==> src/rtl/alu_seq_pkg.sv <==
// alu_seq_pkg: opcode, ALU operation and FSM state constants shared by the sequencer.
package alu_seq_pkg;
  localparam logic [2:0] OP_AND32 = 3'b000;
  localparam logic [2:0] OP_OR32  = 3'b001;
  localparam logic [2:0] OP_ADD32 = 3'b010;
  localparam logic [2:0] OP_SUB32 = 3'b011;
  localparam logic [2:0] OP_ADD64 = 3'b110;
  localparam logic [2:0] OP_SUB64 = 3'b111;
  localparam logic [1:0] ALU_AND  = 2'b00;
  localparam logic [1:0] ALU_OR   = 2'b01;
  localparam logic [1:0] ALU_ADD  = 2'b10;
  localparam logic [1:0] S_IDLE   = 2'd0;
  localparam logic [1:0] S_LO     = 2'd1;
  localparam logic [1:0] S_HI     = 2'd2;
  localparam logic [1:0] S_RESP   = 2'd3;
endpackage

==> src/rtl/alu_seq_decode.sv <==
// alu_seq_decode: maps a command opcode to ALU controls, width and legality.
module alu_seq_decode
  import alu_seq_pkg::*;
(
  input  logic [2:0] op,
  output logic [1:0] operation,
  output logic       binvert,
  output logic       cin_lo,
  output logic       is64,
  output logic       illegal
);
  always_comb begin
    illegal   = (op == 3'b100) || (op == 3'b101);
    is64      = (op == OP_ADD64) || (op == OP_SUB64);
    binvert   = (op == OP_SUB32) || (op == OP_SUB64);
    cin_lo    = binvert;
    operation = illegal ? ALU_AND : op[1] ? ALU_ADD : op[0] ? ALU_OR : ALU_AND;
  end
endmodule

==> src/rtl/alu_sequencer.sv <==
// alu_sequencer: runs 32/64-bit logic and add/sub commands over a shared 32-bit combinational ALU.
module alu_sequencer
  import alu_seq_pkg::*;
(
  input  logic        clk,
  input  logic        rst,
  input  logic        cmd_valid,
  output logic        cmd_ready,
  input  logic [2:0]  cmd_op,
  input  logic [63:0] cmd_a,
  input  logic [63:0] cmd_b,
  output logic [31:0] alu_a,
  output logic [31:0] alu_b,
  output logic [1:0]  alu_operation,
  output logic        alu_binvert,
  output logic        alu_cin,
  input  logic [31:0] alu_result,
  input  logic        alu_cout,
  output logic        rsp_valid,
  input  logic        rsp_ready,
  output logic [63:0] rsp_data,
  output logic        rsp_carry,
  output logic        rsp_zero,
  output logic        rsp_err
);
  logic [1:0]  state;
  logic [63:0] a_q, b_q;
  logic [1:0]  op_q;
  logic        inv_q, cin_q, is64_q, carry;
  logic [1:0]  d_op;
  logic        d_inv, d_cin, d_is64, d_ill;
  logic        lo, hi;
  alu_seq_decode u_decode (
    .op        (cmd_op),
    .operation (d_op),
    .binvert   (d_inv),
    .cin_lo    (d_cin),
    .is64      (d_is64),
    .illegal   (d_ill)
  );
  always_ff @(posedge clk or posedge rst) begin
    if (rst) begin
      state    <= S_IDLE;
      a_q      <= '0;
      b_q      <= '0;
      op_q     <= '0;
      inv_q    <= 1'b0;
      cin_q    <= 1'b0;
      is64_q   <= 1'b0;
      carry    <= 1'b0;
      rsp_data <= '0;
      rsp_zero <= 1'b0;
      rsp_err  <= 1'b0;
    end else begin
      case (state)
        S_IDLE: if (cmd_valid) begin
          a_q    <= cmd_a;
          b_q    <= cmd_b;
          op_q   <= d_op;
          inv_q  <= d_inv;
          cin_q  <= d_cin;
          is64_q <= d_is64;
          if (d_ill) begin
            rsp_data <= '0;
            carry    <= 1'b0;
            rsp_zero <= 1'b1;
            rsp_err  <= 1'b1;
            state    <= S_RESP;
          end else begin
            rsp_err <= 1'b0;
            state   <= S_LO;
          end
        end
        S_LO: begin
          rsp_data <= {32'b0, alu_result};
          carry    <= (op_q == ALU_ADD) && alu_cout;
          rsp_zero <= alu_result == 32'b0;
          state    <= is64_q ? S_HI : S_RESP;
        end
        S_HI: begin
          rsp_data[63:32] <= alu_result;
          carry           <= alu_cout;
          rsp_zero        <= (alu_result == 32'b0) && (rsp_data[31:0] == 32'b0);
          state           <= S_RESP;
        end
        default: if (rsp_ready) state <= S_IDLE;
      endcase
    end
  end
  always_comb begin
    lo            = state == S_LO;
    hi            = state == S_HI;
    cmd_ready     = (state == S_IDLE) && !rst;
    rsp_valid     = state == S_RESP;
    rsp_carry     = carry;
    alu_a         = lo ? a_q[31:0] : hi ? a_q[63:32] : 32'b0;
    alu_b         = lo ? b_q[31:0] : hi ? b_q[63:32] : 32'b0;
    alu_operation = lo ? op_q : hi ? ALU_ADD : ALU_AND;
    alu_binvert   = (lo || hi) && inv_q;
    alu_cin       = lo ? cin_q : hi && carry;
  end
endmodule

==> config.mk <==
export PLATFORM = sky130hd
export DESIGN_NAME = alu_sequencer
export DESIGN_NICKNAME = d
export VERILOG_FILES = /design/src/rtl/alu_seq_pkg.sv /design/src/rtl/alu_seq_decode.sv /design/src/rtl/alu_sequencer.sv
export SDC_FILE = /design/constraint.sdc
export NUM_CORES = 1
export LEC_CHECK = 0
export ABC_AREA = 1
export BUFFER_PORTS_ARGS = -buffer_cell sky130_fd_sc_hd__buf_4
export CORE_UTILIZATION = 50
export DETAILED_ROUTE_END_ITERATION = 8
export PLACE_DENSITY_LB_ADDON = 0.3
export SKIP_CTS_REPAIR_TIMING = 1
export SLEW_MARGIN = 10
export SYNTH_ARGS = -nofsm -noshare
export SYNTH_HDL_FRONTEND = slang
export SYNTH_SLANG_ARGS = --single-unit
==> constraint.sdc <==
create_clock -name clk -period 6.95 [get_ports clk]
set_input_delay 1.0425 -clock clk [delete_from_list [all_inputs] [get_ports clk]]
set_output_delay 1.0425 -clock clk [all_outputs]
set_load 0.1 [all_outputs]
==> impl_metrics.toml <==
[timing]
clock_skew_ps = 27.4
holdWs_ps = 479
timing.fmax_mhz = 227
relSlewSlack_pct = 29.2
rsz0062_at_grt = "no"
period_minus_slack_ps = 4400
worst_pin_slew_ps = 1060
fin_setup_tns_ps = 0
final-hold-violation-count = 0
final-setup-viol-count = 0
fin_crit_sh_pct = 63.4
report.final.slew_viol_count = 0

[detailed_routing]
drt_pre_antenna_iters = 5
drc = 0
drt_first_iter_violations = 463
ant_nets = 0
wirelength_um = 25100
wire_per_inst_um = 16.0
num_vias = 8105
viasPerCell = 5.18

[cts]
cts-root-buf = "clkbuf_16"
clk_pin_slew_ps = 60
cts_made_buffers = 22
clkLatencyLatePin_ps = 510
clockBufferDepth = 3
cts.sinks = 201
cts_max_level = 1
cts_tree = "built"

[synthesis]
yosys_warnings = 0
ys_ff_latch = 201
synth.avg_cell_area_um2 = 8.36
netlist_instances = 1060
ys_types = 25
syn_area_mm2 = 0.00887
synth_nets = 1232
synth-seq-area-share_pct = 56.7

[placement]
port_buffers = 304
gp_congestion = 0.878
hpwlAfterDp_um = 17300

[critical_path]
crit_start = "state[1]$_DFFE_PP0P_"
required_ps = 5910
cp-start-kind = "flip-flop"
endpoint_kind = "output port"
path_buf_inv = 3
cp_cell_sequence = "inv_1, ha_2, inv_2, nand2_2, o21ai_0, buf_4"
cp_top_family = "buffers and inverters"
worst-path-max-fanout = 54
worstPathArrival_ps = 3360
criticalPathCategory = "flip-flop to output port"
crit_path_top_delay_cell = "nand2_2"
max_stage_delay_ps = 760
rr_startpoint = "state[1]$_DFFE_PP0P_"

[grt]
grtUsageTotal_pct = 27.8
top_usage_layer = "met2"
antenna_found_initial = 0
grt_pass1_wl_um = 39900
grtUsageMet2_pct = 45.9
met1_usage_pct = 35.1
grt_overflow = 0
met3_usage_pct = 6.51
grt_max_degree = 133
first_global_vias = 7909

[job]
maxCapViolations = 0

[layout]
final_nets = 1500
nFillCells = 1433
area.growth.synth_to_final_pct = 34.1
antenna_cells = 0
drive_above_1_share_pct = 26.8

[floorplan]
dieArea_mm2 = 0.0183
io_pins = 305
die_w_um = 135
num_rows = 48
start_util_pct = 51.3
core_mm2 = 0.0173
die_y_um = 135

[min_path]
worstHoldStart = "a_q[63]$_DFFE_PP0P_"
hold_class = "flip-flop to flip-flop"

[outcome]
status = "finished, final reports clean"
-- state kept, by name, summed over array words and instances, names as in the netlist --
name       count
a_q           64
b_q           64
rsp_data      64
op_q           2
state          2
cin_q          1
is64_q         1
rsp_carry      1
rsp_err        1
rsp_zero       1
-- metal layers --
metal | wire length (um) | vias to the layer above | share of wire, %
met2 | 12100 | 354 | 48
met4 | 1010 | 0 | 4.0
li1 | - | 3900 | -
met3 | 2230 | 65 | 8.9
met1 | 9740 | 3786 | 39
met5 | 0 | - | 0
-- cell usage in the layout (no fill, tap or decap), types with 5 or more instances in the layout --
master,Yosys,routed
nand2_1,357,356
o31ai_1,14,14
nor2_1,30,30
buf_4,1,311
o31ai_2,5,5
clkbuf_8,0,5
clkbuf_16,0,22
nand4_1,5,5
inv_1,124,122
dfrtp_1,201,201
nand3_1,80,80
o21ai_0,128,128
o22ai_1,35,35
-- Yosys cell counts --
| cell type | n | area, um^2 |
|---|---|---|
| buf_1 | 8 | 30.0 |
| nand4_1 | 5 | 31.3 |
| nand3_1 | 80 | 400 |
| nand2_1 | 357 | 1340 |
| clkbuf_1 | 23 | 86.3 |
| o21ai_0 | 128 | 641 |
| ha_1 | 4 | 50.1 |
| nor2_1 | 30 | 113 |
| o31ai_2 | 5 | 62.6 |
| dfrtp_1 | 201 | 5030 |
| a31oi_1 | 1 | 6.26 |
| buf_6 | 8 | 90.1 |
| a21oi_1 | 1 | 5.00 |
| nor3_1 | 2 | 10.0 |
| a211oi_1 | 1 | 7.51 |
| o22ai_1 | 35 | 219 |
| nand2_2 | 2 | 12.5 |
| buf_4 | 1 | 7.51 |
| a21oi_2 | 1 | 8.76 |
| inv_2 | 1 | 3.75 |
| inv_1 | 124 | 465 |
| nor2_2 | 1 | 6.26 |
| buf_2 | 26 | 130 |
| o31ai_1 | 14 | 105 |
| clkbuf_2 | 1 | 5.00 |
-- stage by stage --
stage                     std cells  util (%)  setup WS, ps  instance area [um^2]
after detailed placement       1529      64.5          3050                 11200
after CTS                      1566      68.7          2510                 11900
final                          1566      68.7          2550                 11900
after floorplan                1060         -           425                  8870
after global placement         1529      64.5          3260                 11200
after global routing           1566      68.7          2270                 11900
-- cell families (layout without fill, tap and decap cells) --
family / after synthesis / in the layout / synth area share [%]
compound gates: 186 / 186 / 11.9
fa+ha+maj: 4 / 4 / 0.565
buf+inv: 192 / 473 / 9.23
flops: 201 / 201 / 56.7
simple gates: 477 / 477 / 21.6
-- layout make-up --
| type | instances | area [um^2] | share of cell area (%) |
|---|---|---|---|
| clock buffer | 30 | 631 | 5.31 |
| sequential | 201 | 5030 | 42.3 |
| inverter | 125 | 479 | 4.03 |
| tap | 225 | 282 | 2.37 |
| timing repair buffer | 311 | 2330 | 19.6 |
| multi-input combinational | 667 | 3030 | 25.5 |
| clock inverter | 7 | 98.8 | 0.832 |
-- worst reg2reg max path, delay by kind of cell (launching register included) --
family	cells	cell delay [ps]
adders and majority gates	1	190
buffers and inverters	2	710
DFF	1	400
and+or+nand+nor	4	1970
-- final timing paths --
kind,end,slack [ps],cells after the start
setup / recovery,alu_b[28],2550,6
hold / removal,a_q[63]$_DFFE_PP0P_,480,2
setup reg to reg,rsp_data[31]$_DFFE_PP0P_,3620,7
hold reg to reg,a_q[63]$_DFFE_PP0P_,480,2
max in group asynchronous,b_q[12]$_DFFE_PP0P_,4670,3
min in group asynchronous,rsp_data[45]$_DFFE_PP0P_,720,2
Power is left out: the tool's default activity adds up to more than one toggle a clock period on the data nets, which glitch-free logic cannot reach.
